==> src/rtl/regfile_dump_pkg.sv <==
// Shared types and register-file geometry for the register dump sequencer.
package regfile_dump_pkg;

  localparam int REG_W = 8;
  localparam int REG_D = 4;

  typedef enum logic [1:0] {
    IDLE,
    LOAD,
    SEND,
    FIN
  } dump_state_t;

endpackage

==> src/rtl/regfile_dump_if.sv <==
// Dump request, register-file read port and word-stream handshake bundle.
interface regfile_dump_if #(
  parameter int W = regfile_dump_pkg::REG_W,
  parameter int D = regfile_dump_pkg::REG_D
);

  logic         DumpStart;
  logic [D-1:0] FirstAddr;
  logic [D-1:0] LastAddr;
  logic [D-1:0] RdAddr;
  logic [W-1:0] RdData;
  logic         OutValid;
  logic         OutReady;
  logic [D-1:0] OutAddr;
  logic [W-1:0] OutData;
  logic         Busy;
  logic         Done;

  modport master (
    input  DumpStart, FirstAddr, LastAddr, RdData, OutReady,
    output RdAddr, OutValid, OutAddr, OutData, Busy, Done
  );

  modport slave (
    output DumpStart, FirstAddr, LastAddr, RdData, OutReady,
    input  RdAddr, OutValid, OutAddr, OutData, Busy, Done
  );

endinterface

==> src/rtl/regfile_dump.sv <==
// Walks a wrapping register range through the read port and streams
// (address, data) words to a valid/ready sink, one word per two cycles.
module regfile_dump
  import regfile_dump_pkg::*;
#(
  parameter int W = REG_W,
  parameter int D = REG_D
) (
  input logic            Clk,
  input logic            Reset,
  regfile_dump_if.master dif
);

  dump_state_t  state_q, state_d;
  logic [D-1:0] ptr_q, ptr_d;
  logic [D-1:0] last_q, last_d;
  logic         out_valid_q, out_valid_d;
  logic [D-1:0] out_addr_q, out_addr_d;
  logic [W-1:0] out_data_q, out_data_d;
  logic         busy_q, busy_d;
  logic         done_q, done_d;

  always_comb begin
    state_d     = state_q;
    ptr_d       = ptr_q;
    last_d      = last_q;
    out_valid_d = out_valid_q;
    out_addr_d  = out_addr_q;
    out_data_d  = out_data_q;
    done_d      = 1'b0;

    unique case (state_q)
      IDLE: begin
        if (dif.DumpStart) begin
          ptr_d   = dif.FirstAddr;
          last_d  = dif.LastAddr;
          state_d = LOAD;
        end
      end
      LOAD: begin
        out_data_d  = dif.RdData;
        out_addr_d  = ptr_q;
        out_valid_d = 1'b1;
        state_d     = SEND;
      end
      SEND: begin
        if (out_valid_q && dif.OutReady) begin
          out_valid_d = 1'b0;
          if (ptr_q == last_q) begin
            state_d = FIN;
            done_d  = 1'b1;
          end else begin
            // Natural D-bit overflow gives the wrap from 2^D-1 back to 0.
            ptr_d   = ptr_q + D'(1);
            state_d = LOAD;
          end
        end
      end
      FIN: begin
        state_d = IDLE;
      end
      default: begin
        state_d = IDLE;
      end
    endcase

    busy_d = (state_d != IDLE);
  end

  always_ff @(posedge Clk) begin
    if (Reset) begin
      state_q     <= IDLE;
      ptr_q       <= '0;
      last_q      <= '0;
      out_valid_q <= 1'b0;
      out_addr_q  <= '0;
      out_data_q  <= '0;
      busy_q      <= 1'b0;
      done_q      <= 1'b0;
    end else begin
      state_q     <= state_d;
      ptr_q       <= ptr_d;
      last_q      <= last_d;
      out_valid_q <= out_valid_d;
      out_addr_q  <= out_addr_d;
      out_data_q  <= out_data_d;
      busy_q      <= busy_d;
      done_q      <= done_d;
    end
  end

  assign dif.RdAddr   = ptr_q;
  assign dif.OutValid = out_valid_q;
  assign dif.OutAddr  = out_addr_q;
  assign dif.OutData  = out_data_q;
  assign dif.Busy     = busy_q;
  assign dif.Done     = done_q;

endmodule

==> src/flat_wrapper.sv <==
// flat-port wrapper written by rule: the top's interface ports become plain ports
module regfile_dump_flat import regfile_dump_pkg::*;
#(
  parameter int W = REG_W,
  parameter int D = REG_D
)
  (Clk, Reset, dif_DumpStart, dif_FirstAddr, dif_LastAddr, dif_RdData, dif_OutReady, dif_RdAddr, dif_OutValid, dif_OutAddr, dif_OutData, dif_Busy, dif_Done);
  regfile_dump_if #(.W(W), .D(D)) dif_i ();
  input logic Clk;
  input logic Reset;
  input wire logic [$bits(dif_i.DumpStart)-1:0] dif_DumpStart;
  input wire logic [$bits(dif_i.FirstAddr)-1:0] dif_FirstAddr;
  input wire logic [$bits(dif_i.LastAddr)-1:0] dif_LastAddr;
  input wire logic [$bits(dif_i.RdData)-1:0] dif_RdData;
  input wire logic [$bits(dif_i.OutReady)-1:0] dif_OutReady;
  output wire logic [$bits(dif_i.RdAddr)-1:0] dif_RdAddr;
  output wire logic [$bits(dif_i.OutValid)-1:0] dif_OutValid;
  output wire logic [$bits(dif_i.OutAddr)-1:0] dif_OutAddr;
  output wire logic [$bits(dif_i.OutData)-1:0] dif_OutData;
  output wire logic [$bits(dif_i.Busy)-1:0] dif_Busy;
  output wire logic [$bits(dif_i.Done)-1:0] dif_Done;
  assign dif_i.DumpStart = dif_DumpStart;
  assign dif_i.FirstAddr = dif_FirstAddr;
  assign dif_i.LastAddr = dif_LastAddr;
  assign dif_i.RdData = dif_RdData;
  assign dif_i.OutReady = dif_OutReady;
  assign dif_RdAddr = dif_i.RdAddr;
  assign dif_OutValid = dif_i.OutValid;
  assign dif_OutAddr = dif_i.OutAddr;
  assign dif_OutData = dif_i.OutData;
  assign dif_Busy = dif_i.Busy;
  assign dif_Done = dif_i.Done;
  regfile_dump #(.W(W), .D(D)) u_core (.Clk(Clk), .Reset(Reset), .dif(dif_i));
endmodule
==> config.mk <==
export PLATFORM = sky130hd
export DESIGN_NAME = regfile_dump_flat
export DESIGN_NICKNAME = d
export VERILOG_FILES = /design/src/rtl/regfile_dump_pkg.sv /design/src/rtl/regfile_dump_if.sv /design/src/rtl/regfile_dump.sv /design/src/flat_wrapper.sv
export SDC_FILE = /design/constraint.sdc
export NUM_CORES = 1
export LEC_CHECK = 0
export BUFFER_PORTS_ARGS = -buffer_cell sky130_fd_sc_hd__buf_2
export CAP_MARGIN = 20
export CORE_ASPECT_RATIO = 1.75
export CORE_MARGIN = 2
export CORE_UTILIZATION = 48
export DETAILED_ROUTE_END_ITERATION = 10
export GPL_TIMING_DRIVEN = 0
export PLACE_DENSITY = 0.78
export SETUP_SLACK_MARGIN = 0.5
export SKIP_CTS_REPAIR_TIMING = 1
export SYNTH_ARGS = -nofsm -noshare
export SYNTH_HDL_FRONTEND = slang
export SYNTH_SLANG_ARGS = --single-unit
==> constraint.sdc <==
create_clock -name Clk -period 1.7 [get_ports Clk]
set_input_delay 0.34 -clock Clk [delete_from_list [all_inputs] [get_ports Clk]]
set_output_delay 0.34 -clock Clk [all_outputs]
set_load 0.05 [all_outputs]
==> out/results.ini <==
[setup_path]
crit_slowest_cell=o41ai_4
crit_fanout=8
crit_path_max_incr_delay_ns=0.39
cp.arrival_ns=1.75
crit_required_ns=1.96
worstSetupPathType=reg -> reg
start_kind=register
end_kind=register
path_cells=clkbuf_8, xor2_4, o41ai_4, nand3_1, a31oi_1

[place]
globalplace.congestion=0.750
io_buffers=37
hpwl_um=2010
dp.cells=193

[global_route]
met3_usage_pct=3.00
busiest_layer=met2
grt-ovfl-total=0
first_global_vias=1004
grt_pass1_wl_um=4140
grt_use_total_pct=22.3
met1_usage_pct=23.4
grt_max_degree=14
antenna_found_initial=0
met2_usage_pct=38.7

[job]
max_cap_viol_count=0

[floorplan]
initial_utilization_pct=51.5
die_area_sq_um=2690
rows=22
die_x_um=40.1
placeableCoreArea_sq_um=2120
die_h_um=67.1
ioPinCount=39

[detailed_routing]
drt_pass1_iterations=5
via_per_inst=5.68
wire_per_inst_um=15.0
ant_nets=0
drt_first_iter_violations=47
drc=0
wirelength_um=3170
num_vias=1204

[logic_synthesis]
syn-num-nets=153
avgSynthCellArea_sq_um=8.27
ys_ff_latch=25
seq_area_frac_synth_pct=45.8
yosysWarnings=0
synth_cell_type_count=33
synth_cells=132
synthesis.area_sq_um=1090

[cts]
clk_pin_slew_ns=0.13
ctsHtreeMaxLevel=1
cts_sinks=25
cts.path.max_buffers=2
clkLatencyLatePin_ns=0.32
cts_tree=done
cts_made_buffers=3
clockRootBuffer=clkbuf_4

[timing]
slew_violations=0
finalSetupTns_ns=0
min_period_over_period_pct=87.9
period_minus_slack_ns=1.49
hold_violations=0
rsz0062_at_grt=yes
skew_ns=0.00610
worst_pin_slew_ns=0.473
fin_worst_hold_slack_ns=0.218
relSlewSlack_pct=68.4
clock.fmax_ghz=0.669
finalSetupViolCount=0

[power]
peakVddDrop_v=0.000626
p_leak_nw=0.737
p_per_area_nw_per_um2=780

[cells_and_area]
fillers=134
drive_above_1_share_pct=51.1
num-nets-final=210
fin_util_pct=81.9
num_antenna_cells=0
area_growth_pct=58.9
stdcell_count=212

[hold_path]
hp-class=in -> reg

[run_status]
status=completed

## per-layer routing
layer / wire length (um) / vias up
li1: - / 561
met1: 1120 / 571
met2: 1750 / 63
met3: 205 / 9
met4: 93 / 0
met5: 0 / -
## per-stage QoR
stage | worst slack, ns | instance area (sq um) | total power [W]
floorplan | 0.200 | 1160 | 0.000898
global placement | 0.176 | 1380 | 0.000974
detailed placement | 0.153 | 1380 | 0.000982
CTS | 0.128 | 1410 | 0.00124
global route | 0.103 | 1740 | 0.00141
finish | 0.206 | 1740 | 0.00135
## logic make-up (layout without fill, tap and decap cells)
logic type | Yosys count | count (layout) | synth area share, %
fa+ha+maj | 1 | 1 | 1.15
xor+xnor | 4 | 4 | 3.21
compound gates | 33 | 33 | 18.2
simple gates | 57 | 57 | 25.3
buf+inv | 10 | 66 | 4.47
mux | 2 | 2 | 1.83
flops | 25 | 25 | 45.8
## cell usage in the layout, fill, tap and decap left out, drive strengths merged, types with 2 or more instances in the layout
master and count:
or3b 2, a21oi 21, buf 58, xor2 4
and4b 2, dfxtp 25, a31oi 2, nand2 35
clkbuf 8, a211oi 2, nor2b 2, nand2b 4
nand3 5, a21o 2, mux2i 2, nor3b 2
o21ai 2
## worst paths after layout
| kind | from | endpoint | slack, ns | cells past startpoint |
|---|---|---|---|---|
| hold reg to reg | u_core.dif.OutData[7] | u_core.dif.OutData[7] | 0.47 | 2 |
| hold / removal | dif_OutReady | u_core.dif.OutValid | 0.22 | 2 |
| setup reg to reg | u_core.dif.RdAddr[0] | u_core.dif.RdAddr[2] | 0.21 | 5 |
| setup / recovery | u_core.dif.RdAddr[0] | u_core.dif.RdAddr[2] | 0.21 | 5 |
## sequential cells by signal (all words and copies together), names as in the netlist
signal / cells
u_core.dif.OutData: 8
u_core.dif.OutAddr: 4
u_core.dif.RdAddr: 4
u_core.last_q: 4
u_core.state_q: 2
u_core.dif.Busy: 1
u_core.dif.Done: 1
u_core.dif.OutValid: 1
## Yosys cell counts (all sizes together)
library cell / n / area (sq um)
mux2i: 2 / 20.0
nand2b: 4 / 25.0
or2: 1 / 6.26
nand3: 5 / 25.0
dfxtp: 25 / 500
a22oi: 1 / 7.51
nor3: 1 / 5.00
a21o: 2 / 16.3
and4b: 2 / 21.3
ha: 1 / 12.5
nor2: 1 / 3.75
nor3b: 2 / 15.0
o41ai: 1 / 16.3
a211oi: 2 / 15.0
o22ai: 1 / 6.26
a31oi: 2 / 12.5
buf: 4 / 25.0
nand2: 35 / 131
or3b: 2 / 17.5
nor4: 1 / 6.26
nand3b: 1 / 7.51
nor2b: 2 / 12.5
a211o: 1 / 10.0
a21oi: 21 / 105
xor2: 4 / 35.0
clkbuf: 6 / 23.8
o21ai: 2 / 10.0
## worst max-delay path, delay by kind of cell, from the launching register on
kind	cells	cell delay, ns
simple gates	1	0.15
xor+xnor	1	0.17
compound gates	2	0.56
buf+inv	1	0.17
flops	1	0.38
## report_power, final
part           internal, W  total [W]  switching [W]
sequential        0.000624   0.000660      0.0000359
combinational     0.000189   0.000426       0.000236
clock            0.0000921   0.000268       0.000176
total             0.000906    0.00135       0.000448
## layout make-up
class	instances	area [sq um]	area share [%]
Multi-Input combinational cell	97	612	35.3
Timing Repair Buffer	52	454	26.2
Sequential cell	25	534	30.8
Buffer	10	78.8	4.54
Tap cell	24	30.0	1.73
Clock buffer	4	26.3	1.51
(Power assumes the default switching activity.)
